==> src/rtl/riscv_ctrl_pkg.sv <==
// -----------------------------------------------------------------------------
// riscv_ctrl_pkg
// Shared definitions for the RV32I multi-cycle controller: sequencer states,
// opcode/func7 constants, the control-word field encodings consumed by the
// datapath, and the packed control word itself.
// -----------------------------------------------------------------------------
package riscv_ctrl_pkg;

    typedef enum logic [2:0] {
        ST_FETCH  = 3'd0,
        ST_DECODE = 3'd1,
        ST_EXEC   = 3'd2,
        ST_MEM    = 3'd3,
        ST_WB     = 3'd4,
        ST_TRAP   = 3'd5
    } state_e;

    // Major opcodes accepted by this core.
    localparam logic [6:0] OPC_R      = 7'b0110011;
    localparam logic [6:0] OPC_I_ALU  = 7'b0010011;
    localparam logic [6:0] OPC_LOAD   = 7'b0000011;
    localparam logic [6:0] OPC_STORE  = 7'b0100011;
    localparam logic [6:0] OPC_BRANCH = 7'b1100011;
    localparam logic [6:0] OPC_JALR   = 7'b1100111;
    localparam logic [6:0] OPC_JAL    = 7'b1101111;

    localparam logic [6:0] F7_BASE = 7'b0000000;
    localparam logic [6:0] F7_ALT  = 7'b0100000;

    // ALU operation encodings.
    localparam logic [3:0] ALU_ADD  = 4'b0000;
    localparam logic [3:0] ALU_SLL  = 4'b0001;
    localparam logic [3:0] ALU_SLTU = 4'b0010;
    localparam logic [3:0] ALU_SLT  = 4'b0011;
    localparam logic [3:0] ALU_XOR  = 4'b0100;
    localparam logic [3:0] ALU_SRL  = 4'b0101;
    localparam logic [3:0] ALU_OR   = 4'b0110;
    localparam logic [3:0] ALU_AND  = 4'b0111;
    localparam logic [3:0] ALU_SUB  = 4'b1000;
    localparam logic [3:0] ALU_SRA  = 4'b1101;

    // Branch-unit operations: conditional branches carry func3 in the low bits.
    localparam logic [4:0] BU_NONE       = 5'b00000;
    localparam logic [4:0] BU_JUMP       = 5'b10000;
    localparam logic [1:0] BU_BRANCH_PFX = 2'b01;

    // Immediate formats.
    localparam logic [2:0] IMM_I = 3'b000;
    localparam logic [2:0] IMM_S = 3'b001;
    localparam logic [2:0] IMM_B = 3'b101;
    localparam logic [2:0] IMM_J = 3'b110;

    // Register write-back source.
    localparam logic [1:0] WB_ALU = 2'b00;
    localparam logic [1:0] WB_MEM = 2'b01;
    localparam logic [1:0] WB_PC4 = 2'b10;

    typedef struct packed {
        logic [3:0] ALUOp;
        logic       ALUAsrc;
        logic       ALUBsrc;
        logic [2:0] Immsrc;
        logic [4:0] BUOp;
        logic       DmWr;
        logic [2:0] DmCtrl;
        logic [1:0] RuDataWrsrc;
        logic       RuWr;
    } ctrl_word_t;

    // Base ALU operation selected by func3 (shared by R-type and I-ALU).
    function automatic logic [3:0] alu_op_base(input logic [2:0] func3);
        logic [3:0] op;
        case (func3)
            3'b000:  op = ALU_ADD;
            3'b001:  op = ALU_SLL;
            3'b010:  op = ALU_SLT;
            3'b011:  op = ALU_SLTU;
            3'b100:  op = ALU_XOR;
            3'b101:  op = ALU_SRL;
            3'b110:  op = ALU_OR;
            default: op = ALU_AND;
        endcase
        return op;
    endfunction

endpackage

==> src/rtl/ctrl_decoder.sv <==
// -----------------------------------------------------------------------------
// ctrl_decoder
// Purely combinational instruction decoder. Maps an RV32I instruction word to
// the datapath control word and flags instructions this core does not accept.
//   instr_i    [31:0]  instruction word (from the IR)
//   ctrl_o             decoded control word; unused fields are 0
//   illegal_o          1 when the instruction is not supported
// -----------------------------------------------------------------------------
module ctrl_decoder
    import riscv_ctrl_pkg::*;
(
    input  logic [31:0] instr_i,
    output ctrl_word_t  ctrl_o,
    output logic        illegal_o
);

    logic [6:0] opcode;
    logic [2:0] func3;
    logic [6:0] func7;

    assign opcode = instr_i[6:0];
    assign func3  = instr_i[14:12];
    assign func7  = instr_i[31:25];

    // Register and immediate fields are routed to the datapath elsewhere.
    logic unused_fields;
    assign unused_fields = ^{instr_i[24:15], instr_i[11:7]};

    always_comb begin
        // NOTE: every output gets a default before the case so no path leaves
        // a value held over, which would otherwise infer a latch.
        ctrl_o    = '0;
        illegal_o = 1'b0;

        case (opcode)
            OPC_R: begin
                ctrl_o.RuWr        = 1'b1;
                ctrl_o.RuDataWrsrc = WB_ALU;
                if (func7 == F7_BASE) begin
                    ctrl_o.ALUOp = alu_op_base(func3);
                end else if (func7 == F7_ALT && func3 == 3'b000) begin
                    ctrl_o.ALUOp = ALU_SUB;
                end else if (func7 == F7_ALT && func3 == 3'b101) begin
                    ctrl_o.ALUOp = ALU_SRA;
                end else begin
                    illegal_o = 1'b1;
                end
            end
            OPC_I_ALU: begin
                // func7 is deliberately ignored: shift-immediates all map to
                // the base operation.
                ctrl_o.ALUOp   = alu_op_base(func3);
                ctrl_o.ALUBsrc = 1'b1;
                ctrl_o.Immsrc  = IMM_I;
                ctrl_o.RuWr    = 1'b1;
            end
            OPC_LOAD: begin
                ctrl_o.ALUOp       = ALU_ADD;
                ctrl_o.ALUBsrc     = 1'b1;
                ctrl_o.Immsrc      = IMM_I;
                ctrl_o.RuDataWrsrc = WB_MEM;
                ctrl_o.DmCtrl      = func3;
                ctrl_o.RuWr        = 1'b1;
            end
            OPC_STORE: begin
                ctrl_o.ALUOp   = ALU_ADD;
                ctrl_o.ALUBsrc = 1'b1;
                ctrl_o.Immsrc  = IMM_S;
                ctrl_o.DmWr    = 1'b1;
                ctrl_o.DmCtrl  = func3;
            end
            OPC_BRANCH: begin
                ctrl_o.ALUAsrc = 1'b1;
                ctrl_o.ALUBsrc = 1'b1;
                ctrl_o.Immsrc  = IMM_B;
                ctrl_o.BUOp    = {BU_BRANCH_PFX, func3};
                illegal_o      = (func3 == 3'b010) || (func3 == 3'b011);
            end
            OPC_JAL: begin
                ctrl_o.ALUAsrc     = 1'b1;
                ctrl_o.ALUBsrc     = 1'b1;
                ctrl_o.Immsrc      = IMM_J;
                ctrl_o.BUOp        = BU_JUMP;
                ctrl_o.RuDataWrsrc = WB_PC4;
                ctrl_o.RuWr        = 1'b1;
            end
            OPC_JALR: begin
                ctrl_o.ALUBsrc     = 1'b1;
                ctrl_o.Immsrc      = IMM_I;
                ctrl_o.BUOp        = BU_JUMP;
                ctrl_o.RuDataWrsrc = WB_PC4;
                ctrl_o.RuWr        = 1'b1;
            end
            default: illegal_o = 1'b1;
        endcase
    end

endmodule

==> src/rtl/multicycle_ctrl.sv <==
// -----------------------------------------------------------------------------
// multicycle_ctrl
// Multi-cycle RV32I sequencer: FETCH -> DECODE -> EXEC -> [MEM] -> WB, with
// variable-latency instruction/data memory handshakes, a sticky TRAP state for
// illegal instructions, and free-running cycle / retired-instruction counters.
//   clk, rst_n                    clock (rising edge), async active-low reset
//   instr, imem_req, imem_ready   instruction fetch handshake
//   dmem_req, dmem_ready, DmWr    data access handshake and write enable
//   ir_wr, pc_wr, RuWr            IR load, PC update, register write strobes
//   ALUOp ... RuDataWrsrc, DmCtrl registered control word for the datapath
//   trap                          illegal instruction seen (held until reset)
//   cycle_cnt, instret_cnt        CNT_W-bit counters, wrap silently
// -----------------------------------------------------------------------------
module multicycle_ctrl
    import riscv_ctrl_pkg::*;
#(
    parameter int CNT_W = 32
) (
    input  logic             clk,
    input  logic             rst_n,
    input  logic [31:0]      instr,
    output logic             imem_req,
    input  logic             imem_ready,
    output logic             dmem_req,
    input  logic             dmem_ready,
    output logic             DmWr,
    output logic [2:0]       DmCtrl,
    output logic             ir_wr,
    output logic             pc_wr,
    output logic             RuWr,
    output logic [3:0]       ALUOp,
    output logic             ALUAsrc,
    output logic             ALUBsrc,
    output logic [2:0]       Immsrc,
    output logic [4:0]       BUOp,
    output logic [1:0]       RuDataWrsrc,
    output logic             trap,
    output logic [CNT_W-1:0] cycle_cnt,
    output logic [CNT_W-1:0] instret_cnt
);

    localparam logic [CNT_W-1:0] CNT_ONE = {{(CNT_W-1){1'b0}}, 1'b1};

    state_e           state_q, state_d;
    ctrl_word_t       ctrl_q, ctrl_d;
    ctrl_word_t       dec_ctrl;
    logic             dec_illegal;
    logic [31:0]      ir_q, ir_d;
    logic [CNT_W-1:0] cycle_q, instret_q;
    logic             is_mem_op;

    ctrl_decoder u_decoder (
        .instr_i   (ir_q),
        .ctrl_o    (dec_ctrl),
        .illegal_o (dec_illegal)
    );

    // Only loads write back from memory and only stores write it, so the
    // registered control word alone tells EXEC whether a MEM phase is needed.
    assign is_mem_op = ctrl_q.DmWr || (ctrl_q.RuDataWrsrc == WB_MEM);

    always_comb begin
        state_d  = state_q;
        ctrl_d   = ctrl_q;
        ir_d     = ir_q;
        imem_req = 1'b0;
        ir_wr    = 1'b0;
        dmem_req = 1'b0;
        DmWr     = 1'b0;
        pc_wr    = 1'b0;
        RuWr     = 1'b0;
        trap     = 1'b0;

        // Strobes and requests are qualified by rst_n so an in-flight request
        // drops in the same cycle reset asserts, not at the next edge.
        if (rst_n) begin
            case (state_q)
                ST_FETCH: begin
                    imem_req = 1'b1;
                    if (imem_ready) begin
                        ir_wr   = 1'b1;
                        ir_d    = instr;
                        state_d = ST_DECODE;
                    end
                end
                ST_DECODE: begin
                    if (dec_illegal) begin
                        state_d = ST_TRAP;
                    end else begin
                        ctrl_d  = dec_ctrl;
                        state_d = ST_EXEC;
                    end
                end
                ST_EXEC: state_d = is_mem_op ? ST_MEM : ST_WB;
                ST_MEM: begin
                    dmem_req = 1'b1;
                    DmWr     = ctrl_q.DmWr;
                    if (dmem_ready) state_d = ST_WB;
                end
                ST_WB: begin
                    pc_wr   = 1'b1;
                    RuWr    = ctrl_q.RuWr;
                    state_d = ST_FETCH;
                end
                ST_TRAP: trap = 1'b1;
                default: state_d = ST_FETCH;
            endcase
        end
    end

    // NOTE: the IR and control word are small registers, not memories, so
    // they are reset to keep the datapath free of X after reset.
    always_ff @(posedge clk or negedge rst_n) begin
        if (!rst_n) begin
            state_q   <= ST_FETCH;
            ctrl_q    <= '0;
            ir_q      <= '0;
            cycle_q   <= '0;
            instret_q <= '0;
        end else begin
            // NOTE: non-blocking assignments so every register samples the
            // pre-edge values regardless of statement order.
            state_q <= state_d;
            ctrl_q  <= ctrl_d;
            ir_q    <= ir_d;
            cycle_q <= cycle_q + CNT_ONE;
            if (state_q == ST_WB) instret_q <= instret_q + CNT_ONE;
        end
    end

    assign ALUOp       = ctrl_q.ALUOp;
    assign ALUAsrc     = ctrl_q.ALUAsrc;
    assign ALUBsrc     = ctrl_q.ALUBsrc;
    assign Immsrc      = ctrl_q.Immsrc;
    assign BUOp        = ctrl_q.BUOp;
    assign DmCtrl      = ctrl_q.DmCtrl;
    assign RuDataWrsrc = ctrl_q.RuDataWrsrc;
    assign cycle_cnt   = cycle_q;
    assign instret_cnt = instret_q;

endmodule

==> config.mk <==
export PLATFORM = sky130hd
export DESIGN_NAME = multicycle_ctrl
export DESIGN_NICKNAME = d
export VERILOG_FILES = /design/src/rtl/riscv_ctrl_pkg.sv /design/src/rtl/ctrl_decoder.sv /design/src/rtl/multicycle_ctrl.sv
export SDC_FILE = /design/constraint.sdc
export NUM_CORES = 1
export LEC_CHECK = 0
export ABC_AREA = 0
export ABC_CLOCK_PERIOD_IN_PS = 2770
export CAP_MARGIN = 20
export CORE_ASPECT_RATIO = 0.7
export CORE_MARGIN = 4
export CORE_UTILIZATION = 45
export DETAILED_ROUTE_END_ITERATION = 12
export PLACE_DENSITY = 0.74
export SLEW_MARGIN = 10
export SYNTH_ARGS = -nofsm -noshare
export SYNTH_HDL_FRONTEND = slang
export SYNTH_SLANG_ARGS = --single-unit
export TNS_END_PERCENT = 100
==> constraint.sdc <==
create_clock -name clk -period 2.77 [get_ports clk]
set_input_delay 0.554 -clock clk [delete_from_list [all_inputs] [get_ports clk]]
set_output_delay 0.554 -clock clk [all_outputs]
set_load 0.02 [all_outputs]
* Word-level counts from Yosys, hierarchy flattened *
Index checks and enable logic that the tools add are counted.

word-level totals
  register bits after elaboration = 120
  bits of input ports = 36
  output and inout port bits = 90
  word-level logic and storage cells = 91

operators by class
  add/sub/neg operators = 2
  eq/ne operators = 22
  multiplexer cells = 36
  bitwise operators = 2
  reduce and logical (&&, ||, !) cells = 16

operators by type and width
  operator                                             number
  adder 32 x 1 -> 32 bit, second input constant        2
  equality test 7 x 6 -> 1 bit, second input constant  3
  equality test 7 bit, second input constant           3
  two-way mux 1 bit                                    21
  one-hot mux 3 bit (7 select lines)                   1
  one-hot mux 4 bit (4 select lines)                   1
  equality test 3 bit, second input constant           5
  two-way mux 3 bit                                    5
  one-hot mux 3 bit (5 select lines)                   1
  equality test 3 x 2 -> 1 bit, second input constant  4
  two-way mux 4 bit                                    3
  one-hot mux 5 bit (2 select lines)                   1
  OR reduction 5 bit                                   2
  one-hot mux 4 bit (2 select lines)                   1
  equality test 7 x 2 -> 1 bit, second input constant  1
  equality test 7 x 5 -> 1 bit, second input constant  1
  logical NOT 7 bit                                    1
  equality test 3 x 1 -> 1 bit, second input constant  2
  logical NOT 3 bit                                    2
  AND reduction 3 bit                                  2
  OR reduction 2 bit                                   3
  inequality test 2 bit, second input constant         2
  one-hot mux 2 bit (2 select lines)                   1
  AND reduction 4 bit                                  1
  other kinds (6)                                      9

* Longest topological paths before layout *
  depth after elaboration = 8
  gate-level depth with buffers = 7
  mapped depth without buffers = 6

* Cells and area by module *
From an unflattened synthesis, not the netlist that was laid out.

unflattened totals
  cells, all modules = 473
  area total of the unflattened synthesis = 5,586.6 µm²

by module, submodules not included
  module           times used  cells an instance  area an instance (µm²)  sequential area each (µm²)
  multicycle_ctrl  1           422                5,231.3                 3,002.9
  ctrl_decoder     1           51                 355.3                   0.0

* Worst setup path after synthesis *
No wires, ideal clock.

  path type = register -> output
  from = register state_q[2]
  to = output ir_wr
  data arrival time = 2,138 ps
  data required time = 2,216 ps
  path slack = 78 ps
  stages on the path, launching flop included = 6
  buffers on the path = 2
  cell sequence = dfrtp_1 -> clkbuf_1 -> nor4b_1 -> nand2_1 -> clkinv_1 -> buf_2

on the way
  cells in the longest elaborated chain, start to end = 3

RTL lines
  item                    RTL line                text
  from (decl)             multicycle_ctrl.sv:44   state_e state_q, state_d;
  from (signal assigned)  multicycle_ctrl.sv:123  state_q <= state_d;
  logical NOT 3 bit       multicycle_ctrl.sv:77   case (state_q)
  two-way mux 1 bit       multicycle_ctrl.sv:77
  two-way mux 1 bit       multicycle_ctrl.sv:76   if (rst_n) begin
  to (decl)               multicycle_ctrl.sv:28   output logic ir_wr,

Every way passes these cells.

* Final worst setup path *
  from = register state_q[2]
  to = output RuWr

on the way
  cells in the longest elaborated chain, start to end = 3

RTL lines
  item                 RTL line               text
  equality test 3 bit  multicycle_ctrl.sv:77
  two-way mux 1 bit    multicycle_ctrl.sv:77
  two-way mux 1 bit    multicycle_ctrl.sv:76
  to (decl)            multicycle_ctrl.sv:30  output logic RuWr,

Every way passes these cells.

==> qor.txt <==
Core area: 10600 um^2
Worst R2R Path Depth: 6
First-pass GRT wire length: 17400 um
Worst vdd ir: 375 uV
Pin count of the biggest net entering global routing: 50
Slowest stage delay, CP: 0.59 ns
DR top layer: met4
Crit path launch: state_q[2]$_DFFE_PN0P_
P per Cell Area: 647 nW/um^2
Final Critical Period: 2.58 ns
Layout cells sized above 1: 0.129
Fmax: 387 MHz
Synthesized cell area: 4950 um^2
Synth warnings: 0
Routed Antenna Nets: 0
Die Y: 95.7 um
Clock buffer count from CTS: 9
Ys flop type: dfrtp_1
Leakage: 2.91 nW
Metal-1 WL: 5080 um
Num Clock Sinks: 105
Ports: 126
Critical path fanouts, max: 11
Max-Cap Viols: 0
Root Driver: clkbuf_16
Total track usage: 0.171
Initial Utilization: 0.469
Die ar.: 12800 um^2
WL final: 10500 um
Cell variety after synth: 58
FF-to-FF End: instret_cnt[29]$_DFFE_PN0N_
Number of global-route vias before repair: 3499
IO Port Bufs: 110
Final hold viol count: 0
Worst EP required: 2.22 ns
Routed met3 length: 497 um
HPWL after DPL: 7790 um
Mapped Nets: 502
Outcome: finished clean
Area grow syn2layout: 30.1%
Sequential share of the synthesized area: 0.531
HP Class: input port to async pin
Max-slew violation count: 0
Most common cell after layout, fill and taps aside: clkdlybuf4s50_1
Asr flop ratio synth: 1.00
DR vias: 3606
Worst path slowest cell: clkdlybuf4s50_1
Diodes inserted: 0
# rows: 31
Slew margin rel.: 0.578
Cell count after synthesis: 464
DR vias/cell: 4.99
Clock Skew: 0.00461 ns
Crit path buf inv count: 1
Final worst path period share: 0.933
Fin nets: 608
Tightest Pin Transition: 0.624 ns
TNS Setup: 0 ns
Grt ovf: 0
Clock Latency Late Sink: 0.34 ns
Antenna violations before repair: 0
CP Class: register to output port
Chip width: 133 um
Mapped Avg Cell Area: 10.7 um^2
Reg2reg setup slack: 0.53 ns
Crit path capture: RuWr
Wire per inst: 14.5 um
Routability congestion estimate: 0.768
Number of synthesized flops with an enable pin: 0
Critical Path AT: 2.03 ns
Most frequent cells in the layout: clkdlybuf4s50_1 (109), dfrtp_1 (105), nand2_1 (80), xnor2_1 (31), xor2_1 (30)
Drt drc: 0
Kind of cell adding the most delay to the critical path: buffers and inverters
CTS tree: built
Final setup vio count: 0
WHS: 0.254 ns
Post-Layout Cell Count: 723
FF-to-FF Start: state_q[2]$_DFFE_PN0P_
CP Launch Type: register
Dpl cells: 704
DR iter-0 viols: 239
Clock Path Buffers: 2
RSZ-0062 raised after global routing: false
CP Depth: 3
Clk slew on worst S/H paths: 0.07 ns
Metal2 WL: 4820 um
H-Tree Depth: 3
1st-pass router iterations: 5
#FFs+latches synth: 105
Worst path cell trace: nor3b_4 -> and3_2 -> clkdlybuf4s50_1
CP endpoint kind: output port
[final cells by class]
class	count	area, um^2
fill	886	4110
sequential	105	2630
multi-input combinational	315	2080
timing repair buffer	121	1180
clock buffer	11	243
tap	148	185
inverter	18	67.6
clock inverter	5	55.1
[synthesized netlist by cell type (3+ instances only)]
cell | instances | area, um^2
a21oi_1 | 3 | 15.0
buf_4 | 19 | 143
nand4_1 | 10 | 62.6
o21ai_0 | 6 | 30.0
and2_2 | 3 | 22.5
nor2_1 | 24 | 90.1
and3_2 | 4 | 30.0
nor3b_1 | 3 | 22.5
or2_2 | 3 | 18.8
dfrtp_1 | 105 | 2630
nor4_1 | 4 | 25.0
xor2_1 | 30 | 263
and3_1 | 7 | 43.8
inv_1 | 17 | 63.8
nand2_1 | 80 | 300
nand3_1 | 22 | 110
nor3_1 | 11 | 55.1
nor2b_1 | 6 | 37.5
xnor2_1 | 31 | 272
nor2_2 | 3 | 18.8
clkbuf_1 | 4 | 15.0
mux2_2 | 15 | 169
mux2i_1 | 6 | 60.1
[per-stage QoR]
stage               cell area, um^2   util  power (mW)  worst slack, ns
finish                         6440  0.611        4.17            0.185
global placement               6110  0.580        2.87            0.358
detailed placement             6110  0.580        2.90            0.347
CTS                            6410  0.608        4.18           0.0374
global route                   6440  0.611        4.40            0.101
floorplan                      4950      -        2.57           0.0780
[what timing repair did]
action	CTS	global route
hold buffers	0	0
setup endpoints to repair	0	3
gates resized for setup	0	1
hold endpoints to repair	0	0
buffers inserted	0	3
[logic make-up (layout without fill, tap and decap cells)]
| kind of cell | count (synthesis) | count (layout) | share of synthesized area |
|---|---|---|---|
| compound gates | 19 | 19 | 0.0260 |
| xor+xnor | 62 | 62 | 0.111 |
| fa+ha+maj | 2 | 2 | 0.00505 |
| mux | 23 | 23 | 0.0508 |
| flops | 105 | 105 | 0.531 |
| simple gates | 209 | 209 | 0.225 |
| buf+inv | 44 | 155 | 0.0511 |
[power breakdown]
group          internal [mW]  switching, mW  total, mW
Clock                  0.722          0.538       1.26
Combinational          0.438          0.456      0.894
Sequential              1.74          0.276       2.01
Total                   2.90           1.27       4.17
[worst min path at each step]
stage / startpoint / endpoint / slack (ns)
after CTS: rst_n / instret_cnt[0]$_DFFE_PN0N_ / 0.24
after global routing: rst_n / Immsrc[0]$_DFFE_PN0P_ / 0.25
final: rst_n / Immsrc[1]$_DFFE_PN0P_ / 0.25
after floorplan: rst_n / ALUAsrc$_DFFE_PN0P_ / 0.26
after global placement: cycle_cnt[31]$_DFF_PN0_ / cycle_cnt[31]$_DFF_PN0_ / 0.46
after detailed placement: cycle_cnt[31]$_DFF_PN0_ / cycle_cnt[31]$_DFF_PN0_ / 0.46
[worst reg2reg max path, cell delays in order (launching register included)]
cell     delay (ns)
dfrtp_1        0.54
nor3b_4        0.34
buf_4          0.20
nand4_4        0.14
or4_4          0.64
nor2_2         0.13
xor2_1         0.16
[state kept, by name (all words and copies together), names as in the netlist, 3 cells and up]
| name | count |
|---|---|
| ALUOp | 4 |
| BUOp | 5 |
| DmCtrl | 3 |
| Immsrc | 3 |
| cycle_cnt | 32 |
| instret_cnt | 32 |
| ir_q | 17 |
| state_q | 3 |
[metal layers]
layer / track usage / vias up
li1: - / 1758
met3: 0.0455 / 10
met5: 0 / -
met4: 0.0522 / 0
met1: 0.240 / 1747
met2: 0.263 / 91
Power figures use the tool's default switching activity.
